--- src/rtl/cellrv32_cpu_cp_arbiter_pkg.sv ---
// Shared co-processor arbiter types: FSM state encoding, unit index map and timeout default.
package cellrv32_package;

  typedef enum logic [1:0] {
    IDLE    = 2'd0,
    BUSY    = 2'd1,
    CAPTURE = 2'd2
  } cp_arb_state_t;

  localparam int CP_SEL_SHIFT    = 0;
  localparam int CP_SEL_MULDIV   = 1;
  localparam int CP_SEL_BITMANIP = 2;
  localparam int CP_SEL_FPU      = 3;
  localparam int CP_SEL_COND     = 4;

  localparam int CP_ARB_TMO_DEFAULT = 16;

  // Index width for n items, never narrower than one bit.
  function automatic int cp_sel_width(input int n);
    return (n > 1) ? $clog2(n) : 1;
  endfunction

endpackage

--- src/rtl/cellrv32_cpu_cp_arb_onehot.sv ---
// Combinational one-hot check and index encoder for the co-processor trigger vector.
module cellrv32_cpu_cp_arb_onehot
  import cellrv32_package::*;
#(
  parameter int NUM_CP = 8,
  parameter int SEL_W  = 3
) (
  input  logic [NUM_CP-1:0] vec_i,
  output logic              onehot_o,
  output logic [SEL_W-1:0]  idx_o
);

  assign onehot_o = (vec_i != '0) && ((vec_i & (vec_i - NUM_CP'(1))) == '0);

  // Each index bit is the OR of all trigger lines whose position has that bit set;
  // the result is only meaningful when onehot_o is high.
  for (genvar gi = 0; gi < SEL_W; gi++) begin : g_idx
    logic [NUM_CP-1:0] mask;
    for (genvar gk = 0; gk < NUM_CP; gk++) begin : g_mask
      assign mask[gk] = 1'((gk >> gi) & 1);
    end
    assign idx_o[gi] = |(vec_i & mask);
  end

endmodule

--- src/rtl/cellrv32_cpu_cp_arbiter.sv ---
// Co-processor dispatch / result collection. Optional BUSY timeout: CELLRV32_CP_ARB_TIMEOUT_EN.
module cellrv32_cpu_cp_arbiter
  import cellrv32_package::*;
#(
  parameter int XLEN       = 32,
  parameter int NUM_CP     = 8,
  parameter int TMO_CYCLES = CP_ARB_TMO_DEFAULT
) (
  input  logic                   clk_i,
  input  logic                   rstn_i,
  input  logic [NUM_CP-1:0]      trig_i,
  input  logic                   kill_i,
  output logic [NUM_CP-1:0]      cp_start_o,
  input  logic [NUM_CP*XLEN-1:0] cp_res_i,
  input  logic [NUM_CP-1:0]      cp_valid_i,
  output logic [XLEN-1:0]        res_o,
  output logic                   done_o,
  output logic                   err_o,
  output logic                   busy_o
);

  localparam int SEL_W = cp_sel_width(NUM_CP);

  cp_arb_state_t    state_q, state_d;
  logic [SEL_W-1:0] sel_q, sel_d;
  logic [XLEN-1:0]  res_q, res_d;
  logic             done_q, done_d;
  logic             err_q, err_d;

  logic             trig_onehot;
  logic [SEL_W-1:0] trig_idx;
  logic [XLEN-1:0]  res_arr [NUM_CP];

  cellrv32_cpu_cp_arb_onehot #(
    .NUM_CP (NUM_CP),
    .SEL_W  (SEL_W)
  ) u_onehot (
    .vec_i    (trig_i),
    .onehot_o (trig_onehot),
    .idx_o    (trig_idx)
  );

  for (genvar gi = 0; gi < NUM_CP; gi++) begin : g_unit
    assign res_arr[gi]    = cp_res_i[gi*XLEN +: XLEN];
    assign cp_start_o[gi] = (state_q == BUSY) && (sel_q == SEL_W'(gi));
  end

`ifdef CELLRV32_CP_ARB_TIMEOUT_EN
  localparam int CNT_W = cp_sel_width(TMO_CYCLES);
  logic [CNT_W-1:0] cnt_q, cnt_d;
  logic             tmo_hit;
  assign tmo_hit = (cnt_q == CNT_W'(TMO_CYCLES - 1));

  always_ff @(posedge clk_i or negedge rstn_i) begin
    if (!rstn_i) cnt_q <= '0;
    else         cnt_q <= cnt_d;
  end
`endif

  always_comb begin
    state_d = state_q;
    sel_d   = sel_q;
    res_d   = res_q;
    done_d  = 1'b0;
    err_d   = 1'b0;
`ifdef CELLRV32_CP_ARB_TIMEOUT_EN
    cnt_d   = cnt_q;
`endif
    unique case (state_q)
      IDLE: begin
        if (trig_i != '0) begin
          if (trig_onehot) begin
            sel_d   = trig_idx;
            state_d = BUSY;
`ifdef CELLRV32_CP_ARB_TIMEOUT_EN
            cnt_d   = '0;
`endif
          end else begin
            done_d = 1'b1;
            err_d  = 1'b1;
            res_d  = '0;
          end
        end
      end
      BUSY: begin
`ifdef CELLRV32_CP_ARB_TIMEOUT_EN
        cnt_d = cnt_q + CNT_W'(1);
`endif
        // Priority: kill, then valid, then timeout.
        if (kill_i) begin
          state_d = IDLE;
        end else if (cp_valid_i[sel_q]) begin
          state_d = CAPTURE;
        end
`ifdef CELLRV32_CP_ARB_TIMEOUT_EN
        else if (tmo_hit) begin
          state_d = IDLE;
          done_d  = 1'b1;
          err_d   = 1'b1;
          res_d   = '0;
        end
`endif
      end
      CAPTURE: begin
        state_d = IDLE;
        if (!kill_i) begin
          res_d  = res_arr[sel_q];
          done_d = 1'b1;
        end
      end
      default: state_d = IDLE;
    endcase
  end

  always_ff @(posedge clk_i or negedge rstn_i) begin
    if (!rstn_i) begin
      state_q <= IDLE;
      sel_q   <= '0;
      res_q   <= '0;
      done_q  <= 1'b0;
      err_q   <= 1'b0;
    end else begin
      state_q <= state_d;
      sel_q   <= sel_d;
      res_q   <= res_d;
      done_q  <= done_d;
      err_q   <= err_d;
    end
  end

  assign res_o  = res_q;
  assign done_o = done_q;
  assign err_o  = err_q;
  assign busy_o = (state_q != IDLE);

endmodule

--- config.mk ---
export PLATFORM = sky130hd
export DESIGN_NAME = cellrv32_cpu_cp_arbiter
export DESIGN_NICKNAME = d
export VERILOG_FILES = /design/src/rtl/cellrv32_cpu_cp_arbiter_pkg.sv /design/src/rtl/cellrv32_cpu_cp_arb_onehot.sv /design/src/rtl/cellrv32_cpu_cp_arbiter.sv
export SDC_FILE = /design/constraint.sdc
export NUM_CORES = 1
export LEC_CHECK = 0
export BUFFER_PORTS_ARGS = -buffer_cell sky130_fd_sc_hd__buf_4
export CORE_AREA = 2 2 122 124
export CTS_BUF_LIST = sky130_fd_sc_hd__clkbuf_4 sky130_fd_sc_hd__clkbuf_8 sky130_fd_sc_hd__clkbuf_16
export CTS_CLUSTER_SIZE = 28
export DETAILED_ROUTE_END_ITERATION = 12
export DIE_AREA = 0 0 124 126
export PLACE_DENSITY = 0.58
export SLEW_MARGIN = 30
export SYNTH_ARGS = -nofsm -noshare
export SYNTH_HDL_FRONTEND = slang
export SYNTH_HIERARCHICAL = 1
export SYNTH_SLANG_ARGS = --single-unit
--- constraint.sdc ---
create_clock -name clk_i -period 1.85 [get_ports clk_i]
set_clock_uncertainty 0.15 [all_clocks]
set_input_delay 0.0925 -clock clk_i [delete_from_list [all_inputs] [get_ports clk_i]]
set_output_delay 0.0925 -clock clk_i [all_outputs]
set_load 0.01 [all_outputs]
## Yosys cells after proc, flatten, opt, wreduce, memory -nomap -nowiden

Cells that the tools add are included.

- $add $sub $neg: 1
- Magnitude comparators: 2
- Eq/ne operators: 14
- Muxes and demuxes: 19
- Bitwise gates (word level): 2
- Reduce and logical (&&, ||, !) cells: 21

Operator list:

| cell | number |
|---|---|
| 2-to-1 mux 32 bit | 5 |
| binary-select mux 32 bit (select 3 bit) | 1 |
| one-hot mux 32 bit (2 select lines) | 1 |
| equality test 3 bit (second input constant) | 4 |
| OR reduction 4 bit | 3 |
| logical AND 1 bit | 9 |
| bitwise AND 8 bit | 1 |
| zero test 8 bit | 1 |
| 2-to-1 mux 2 bit | 4 |
| inequality test 2 bit (second input constant) | 4 |
| nonzero test 8 bit | 1 |
| subtractor 8 x 1 -> 8 bit (second input constant) | 1 |
| equality test 3 x 2 -> 1 bit (second input constant) | 2 |
| AND reduction 3 bit | 2 |
| 2-to-1 mux 1 bit | 5 |
| greater-or-equal comparator 4 bit (second input constant) | 1 |
| < comparator 3 x 4 -> 1 bit (second input constant) | 1 |
| NOT 3 -> 4 bit | 1 |
| one-hot mux 2 bit (2 select lines) | 1 |
| AND reduction 4 bit | 1 |
| nonzero test 2 bit | 2 |
| binary-select mux 1 bit (select 3 bit) | 1 |
| equality test 3 x 1 -> 1 bit (second input constant) | 1 |
| zero test 3 bit | 1 |
| other kinds (5) | 5 |

- Flip-flop bits (word level): 39
- Bits of input ports: 275
- Output and inout bits: 43

## Longest topological paths before layout

Gate-level depths: netlist of the first run.

- Depth in word-level cells: 7
- Depth in mapped cells: 8

## By module

The synthesis of the first run kept the hierarchy.

By module, submodules not included:

| module | times used | cells an instance | area each (um2) | sequential area each (um2) |
|---|---|---|---|---|
| cellrv32_cpu_cp_arbiter | 1 | 392 | 3804.9 | 975.9 |
| cellrv32_cpu_cp_arb_onehot | 1 | 16 | 106.4 | 0.0 |

## Worst setup path after synthesis of the first run

OpenSTA, ideal clock, no wires.

- Path kind: input port to flip-flop
- Start: in trig_i[5]
- End: reg sel_q[0]
- Data arrival time: 1.752 ns
- Path slack: -0.177 ns
- Stages: 7
- Buffers on the path: 0
- Path through: or4_4 -> nor2_1 -> a21oi_1 -> a21oi_1 -> inv_1 -> a211oi_2 -> mux2_2

- Cells in the longest elaborated chain, start to end: 5
- Elaborated cells between the ends (all ways): 7
- Those cells by class: add/sub: 1; bitwise: 1; reduce/logical: 5

RTL lines:

| element | RTL line | source |
|---|---|---|
| start, declared | cellrv32_cpu_cp_arbiter.sv:11 | `input logic [NUM_CP-1:0] trig_i,` |
| subtractor 8 x 1 -> 8 bit | cellrv32_cpu_cp_arb_onehot.sv:13 | `assign onehot_o = (vec_i != '0) && ((vec_i & (vec_i - NUM_CP'(1))) == '0);` |
| bitwise AND 8 bit | cellrv32_cpu_cp_arb_onehot.sv:13 |  |
| zero test 8 bit | cellrv32_cpu_cp_arb_onehot.sv:13 |  |
| logical AND 1 bit (*) | cellrv32_cpu_cp_arb_onehot.sv:13 |  |
| via trig_onehot | cellrv32_cpu_cp_arbiter.sv:30 | `logic trig_onehot;` |
| AND reduction 3 bit (no source line) (*) | - |  |
| end signal, assigned | cellrv32_cpu_cp_arbiter.sv:124 | `sel_q <= sel_d;` |
| end, declared | cellrv32_cpu_cp_arbiter.sv:25 | `logic [SEL_W-1:0] sel_q, sel_d;` |

Mark *: on every way through the listed nets, which the timed path passes. The rest lies on a longest branch.
A chain may end at the register's enable or synchronous reset.

## Worst setup path after layout of the first run

- Start: reg sel_q[2]
- End: out cp_start_o[0]

- Cells in the longest elaborated chain, start to end: 2

RTL lines:

| element | RTL line | source |
|---|---|---|
| zero test 3 bit | cellrv32_cpu_cp_arbiter.sv:45 | `assign cp_start_o[gi] = (state_q == BUSY) && (sel_q == SEL_W'(gi));` |
| logical AND 1 bit | cellrv32_cpu_cp_arbiter.sv:45 |  |
| end, declared | cellrv32_cpu_cp_arbiter.sv:13 | `output logic [NUM_CP-1:0] cp_start_o,` |

No other way between the ends.

==> results of run 1 <==
-- where the power goes --
group	internal (W)	switching (W)	total (W)	leakage, nW
clock network	0.000550	0.000344	0.000894	0.0773
logic	0.00201	0.00168	0.00368	3.09
registers	0.000892	0.0000508	0.000943	0.523
-- worst paths after layout --
kind,depth (start not counted),slack [ns],startpoint,end
min,3,0.009,cp_res_i[151],res_o[23]
min in group asynchronous,2,0.20,rstn_i,res_o[23]
max reg2reg,6,0.04,sel_q[1],res_o[30]
max in group asynchronous,2,0.93,rstn_i,sel_q[1]
min reg2reg,1,0.34,res_o[25],res_o[25]
max,4,0.04,sel_q[2],cp_start_o[0]
-- placed cells by master (no fill, tap or decap), types with 3 or more instances in the layout --
cell type      synthesis  layout
a21oi_1               25      21
buf_4                  4     362
mux2i_1               74      73
dlygate4sd3_1          0      26
nor3_1                 7       6
o21ai_1               10      11
buf_12                 3       9
o21ai_0               23      22
mux2_4                 7      10
clkbuf_16              0       6
dfrtp_1               39      36
mux2_2                17      15
o21a_1                22      22
o2bb2ai_1             23      23
a21oi_2                0       4
nand2b_1               4       4
buf_6                  9       3
a22o_1                 7       7
o22a_1                16      16
nor2_1                13      12
nand2_1               16      16
o22ai_1               32      30
-- critical path: cells and delay by family (launching register included) --
family	cells	cell delay (ns)
flip-flops	1	0.44
buffers and inverters	2	0.33
AND/OR/NAND/NOR	2	0.51
-- repair_timing --
| action | 4_1_cts | 5_1_grt |
|---|---|---|
| cloned | 0 | 1 |
| pin swaps | 0 | 3 |
| hold endpoints to repair | 64 | 0 |
| gates resized for setup | 4 | 14 |
| setup buffers | 3 | 11 |
| hold buffers | 26 | 0 |
| endpoints found under the setup margin | 19 | 33 |
-- cells in the mapped netlist, drive strengths merged --
library cell	number	area, µm²
mux2i	74	741
dfrtp	39	976
o21ai	33	165
o22ai	32	200
buf	28	272
a21oi	25	125
mux2	25	308
o2bb2ai	23	201
o21a	22	165
nand2	17	71.3
o22a	16	140
nor2	14	60.1
clkbuf	11	43.8
a22o	7	61.3
nor3	7	35.0
nand2b	5	38.8
or2	5	33.8
a211oi	4	47.5
nor4	3	48.8
or4	3	27.5
a21o	2	15.0
inv	2	7.51
mux4	2	45.0
nand3b	2	15.0
nor2b	2	12.5
nor4b	2	17.5
maj3	1	10.0
nor3b	1	18.8
xnor2	1	8.76
-- metrics by stage --
step	power (W)	hold WS, ns	cell area, µm²	util (%)
after floorplan	0.00313	-0.353	3930	-
after global placement	0.00426	-0.0586	6670	46.6
after CTS	0.00528	0.00342	7110	49.7
after detailed placement	0.00429	-0.0404	6670	46.6
after global routing	0.00585	0.0236	7290	51.0
final	0.00552	0.00866	7290	51.0
-- state kept, by name, summed over array words and instances (netlist names) --
signal,cells
state_q,2
res_o,32
sel_q,3
done_o,1
err_o,1
-- cell families after synthesis --
kind of cell               Yosys count
AOI/OAI and AO/OA                  164
muxes                              101
and+or+nand+nor                     61
buffers and inverters               41
DFF                                 39
xor gates and xnor gates             1
adders and majority gates            1
-- layer usage --
metal  track usage [%]  vias up
met4              5.75        0
met2              41.0      204
met3              4.12       24
met1              23.3     2290
li1                  -     2315
met5                 0        -
-- layout make-up --
type	count	area, µm²	area share [%]
Inverter	2	7.51	0.103
Clock buffer	7	146	2.01
Multi-Input combinational cell	328	2680	36.7
Tap cell	184	230	3.16
Sequential cell	39	982	13.5
Timing Repair Buffer	402	3240	44.5
Clock inverter	1	5.00	0.0686
==> run_results.csv, run 1 <==
group,metric,value,unit
setup_path,slowest_delay,0.44,ns
layout,antenna_cells,0,
setup_path,required,1.61,ns
placed_design,place_ws,-0.249,ns
timing,maxSlewHeadroom,64.9,%
setup_path,endpoint_kind,"output port",
layout,fillers,1360,
floorplan,die_w,124,µm
min_path,hp-class,"in -> reg",
timing,tightest_slew,0.526,ns
layout,area_delta_synth_final,86.5,%
global_routing,grt_pass1_vias,5200,
detailed_routing,wl_met2,9.45,mm
yosys,yosys_warnings,6,
placed_design,dp_hpwl,14.4,mm
clock_tree,cts_tree,"done",
yosys,synth_top_family_by_area,"compound AO/OA/AOI/OAI gates",
setup_path,cp_cell_sequence,"buf_6 -> or2_2 -> nor3_2 -> buf_4",
yosys,synth_compound_area_share,28.7,%
placed_design,dp_cells,914,
yosys,syn_nets,683,
floorplan,dieHeight,126,µm
run_status,status,"completed",
detailed_routing,top_layer_used,"met4",
timing,fin_crit,1.81,ns
clock_tree,cts_buffers,5,
setup_path,critPathLaunchType,"flop",
detailed_routing,drt_iter0_drc,172,
clock_tree,clkLatencyLatePin,0.28,ns
timing,worst_slack,0.0418,ns
global_routing,grt_pass1_wl,25.8,mm
timing,tns,0,ns
yosys,synthSimpleGateAreaFrac,9.69,%
global_routing,grt_usage,21.3,%
timing,hold_violations,0,
clock_tree,cts.sinks,39,
yosys,yosys.cell_types.count,48,
timing,finalSetupViolCount,0,
clock_tree,cts-root-buf,"clkbuf_16",
detailed_routing,avgRoutedWirePerCell,18.5,µm
layout,drive_gt1_share,56.1,%
yosys,synth_xor_area_share,0.224,%
setup_path,crit_fanout,14,
floorplan,fp.dieArea,15600,µm²
global_routing,overflow,0,
power_and_ir_drop,p_per_area,757,nW/µm²
yosys,synth.area.mux_share,28.0,%
detailed_routing,met1_length,6.75,mm
detailed_routing,wl_met3,1.28,mm
yosys,syn_avg_cell_area,9.59,µm²
floorplan,io_pins,318,
layout,final_nets,1053,
setup_path,critPathKind,"reg -> out",
yosys,synth_area,3910,µm²
placed_design,io_buffers,317,
detailed_routing,drt-pass1-iter-count,4,
clock_tree,clk_transition_reported_paths,0.06,ns
detailed_routing,antenna_left,0,
power_and_ir_drop,peakVddDrop,0.433,mV
timing,clock.fmax,553,MHz
setup_path,critPathArrivalTime,1.57,ns
timing,drv_slew,0,
clock_tree,htree_levels,2,
yosys,netlist_instances,408,
detailed_routing,routed_via_density,5.02,
power_and_ir_drop,leakage,3.69,nW
detailed_routing,wirelength,17.8,mm
clock_tree,clock_path_buffers,2,
layout,final_cells,963,
detailed_routing,routed-via-count,4833,
placed_design,gp_congestion,0.908,
floorplan,rows,44,
floorplan,initial_core_util,27.3,%
global_routing,antenna_found_initial,0,
yosys,yosysSeqAreaShare,25.0,%
setup_path,slowest_stage,"dfrtp_2",
job,max_cap_viol_count,0,
detailed_routing,drc_errors,0,
yosys,synth-seq-cells,39,
floorplan,core-area,14300,µm²
yosys,synthAdderAreaFrac,0.256,%
timing,fin_crit_sh,97.7,%
global_routing,grt_max_degree,40,
(Power assumes the default switching activity.)
==> run 2, diff against run 1 <==
- HOLD_SLACK_MARGIN: default -> 0.06
- PLACE_DENSITY: 0.58 -> 0.6
- clock period: 1.85 -> 1.5 ns (I/O delays scaled with it)
==> run_results.csv, run 2 (synthesis gave the netlist of run 1 again) <==
group,metric,value,unit
clock_tree,clk_transition_reported_paths,0.06,ns
floorplan,initial_core_util,27.3,%
placed_design,placed_cell_area,6960,µm²
clock_tree,cts.sinks,39,
detailed_routing,drt_iter0_drc,174,
clock_tree,cts_buffers,5,
floorplan,die_w,124,µm
detailed_routing,drt-pass1-iter-count,4,
detailed_routing,antenna_left,0,
clock_tree,clkLatencyLatePin,0.28,ns
placed_design,place_ws,-0.524,ns
timing,fin_crit,1.81,ns
power_and_ir_drop,p_per_area,937,nW/µm²
timing,hold-worst-slack,0.0471,ns
detailed_routing,routed-via-count,4990,
layout,area_delta_synth_final,105,%
timing,maxSlewHeadroom,65.2,%
run_status,violations,"setup timing",
setup_path,critPathArrivalTime,1.83,ns
layout,drive_gt1_share,63.5,%
global_routing,grt_max_degree,40,
detailed_routing,avgRoutedWirePerCell,19.0,µm
timing,clock.fmax,551,MHz
clock_tree,clock_path_buffers,2,
setup_path,crit_fanout,9,
run_status,status,"finished with violations",
global_routing,overflow,0,
detailed_routing,routed_via_density,5.02,
floorplan,rows,44,
job,max_cap_viol_count,0,
clock_tree,cts-root-buf,"clkbuf_16",
min_path,hp-class,"in -> reg",
setup_path,required,1.52,ns
placed_design,dp_hpwl,14.4,mm
global_routing,antenna_found_initial,0,
detailed_routing,wirelength,18.9,mm
power_and_ir_drop,leakage,3.96,nW
layout,largest_register_ffs,32,
layout,fillers,1324,
timing,drv_slew,0,
setup_path,endpoint_kind,"flop",
clock_tree,cts_tree,"done",
global_routing,grt_pass1_vias,5381,
layout,antenna_cells,0,
layout,final_nets,1085,
placed_design,io_buffers,317,
layout,design_area,8030,µm²
timing,worst_slack,-0.314,ns
setup_path,critPathKind,"reg -> reg",
layout,final_common_cell,"buf_4",
floorplan,core-area,14300,µm²
timing,fin_crit_sh,121,%
timing,hold_violations,0,
layout,final_cell_mix,"buf_4 (358), mux2i_1 (67), dlygate4sd3_1 (39)",
global_routing,grt_pass1_wl,28.0,mm
power_and_ir_drop,peakVddDrop,0.417,mV
global_routing,grt_usage,23.2,%
floorplan,dieHeight,126,µm
floorplan,io_pins,318,
placed_design,gp_congestion,0.909,
timing,finalSetupViolCount,46,
setup_path,critPathLaunchType,"flop",
floorplan,fp.dieArea,15600,µm²
detailed_routing,drc_errors,0,
timing,tightest_slew,0.523,ns
timing,rsz0062_at_grt,"true",
clock_tree,htree_levels,2,
## run 2: changes by cell type in the layout (fill, tap and decap cells not counted), sizes merged
cell / previous run / this run
nand2: 17 / 18
dlygate4sd3: 26 / 39
buf: 375 / 394
clkinv: 1 / 0
## run 2: what timing repair did
action	in CTS	in global routing
setup endpoints to repair	46	47
gates cloned	4	0
buffers inserted	9	7
gates resized for setup	45	52
pin swaps	11	21
endpoints found under the hold margin	70	1
hold buffers	37	2
## run 2: cell type report
| class | count | area (µm²) | area share [%] |
|---|---|---|---|
| inverters | 2 | 10.0 | 0.125 |
| clock buffers | 8 | 160 | 2.00 |
| flip-flops and latches | 39 | 985 | 12.3 |
| multi-input cells | 329 | 3040 | 37.8 |
| well taps | 184 | 230 | 2.87 |
| repair buffers | 433 | 3600 | 44.9 |
## run 2: through the flow
step	cells	setup TNS (ns)	power [W]	utilization, %
floorplan	408	-6.26	0.00395	-
global placement	931	-15.82	0.00544	48.6
detailed placement	931	-16.73	0.00551	48.6
CTS	989	-10.99	0.00740	54.8
global route	995	-13.75	0.00798	56.1
finish	995	-10.00	0.00752	56.1
## run 2: critical path, cell delays in order, from the launching register on
cell and delay, ns:
dfrtp_4 0.52, buf_4 0.23, mux2_2 0.36, o22ai_1 0.14, o21ai_1 0.10, a22o_1 0.20
## run 2: final timing paths
path / startpoint / endpoint / slack (ns) / depth (start not counted)
worst max-delay path: sel_q[1] / res_o[5] / -0.31 / 5
worst min-delay path: cp_res_i[179] / res_o[19] / 0.05 / 5
worst max register to register: sel_q[1] / res_o[5] / -0.31 / 5
worst min register to register: res_o[15] / res_o[15] / 0.34 / 1
max in group asynchronous: rstn_i / sel_q[1] / 0.61 / 2
min in group asynchronous: rstn_i / res_o[30] / 0.18 / 2
## run 2: per-layer routing
layer / part of all wire (%) / vias to the layer above / track usage (%) / wire length, µm
li1: - / 2383 / - / -
met1: 40 / 2375 / 27.5 / 7480
met2: 52 / 200 / 43.1 / 9890
met3: 6.0 / 32 / 3.67 / 1130
met4: 1.9 / 0 / 5.16 / 366
met5: 0 / - / 0 / 0
## run 2: where the power goes
group	switching, W	internal [W]
clock	0.000399	0.000726
sequential	0.000109	0.00110
combinational	0.00239	0.00279
total	0.00290	0.00462
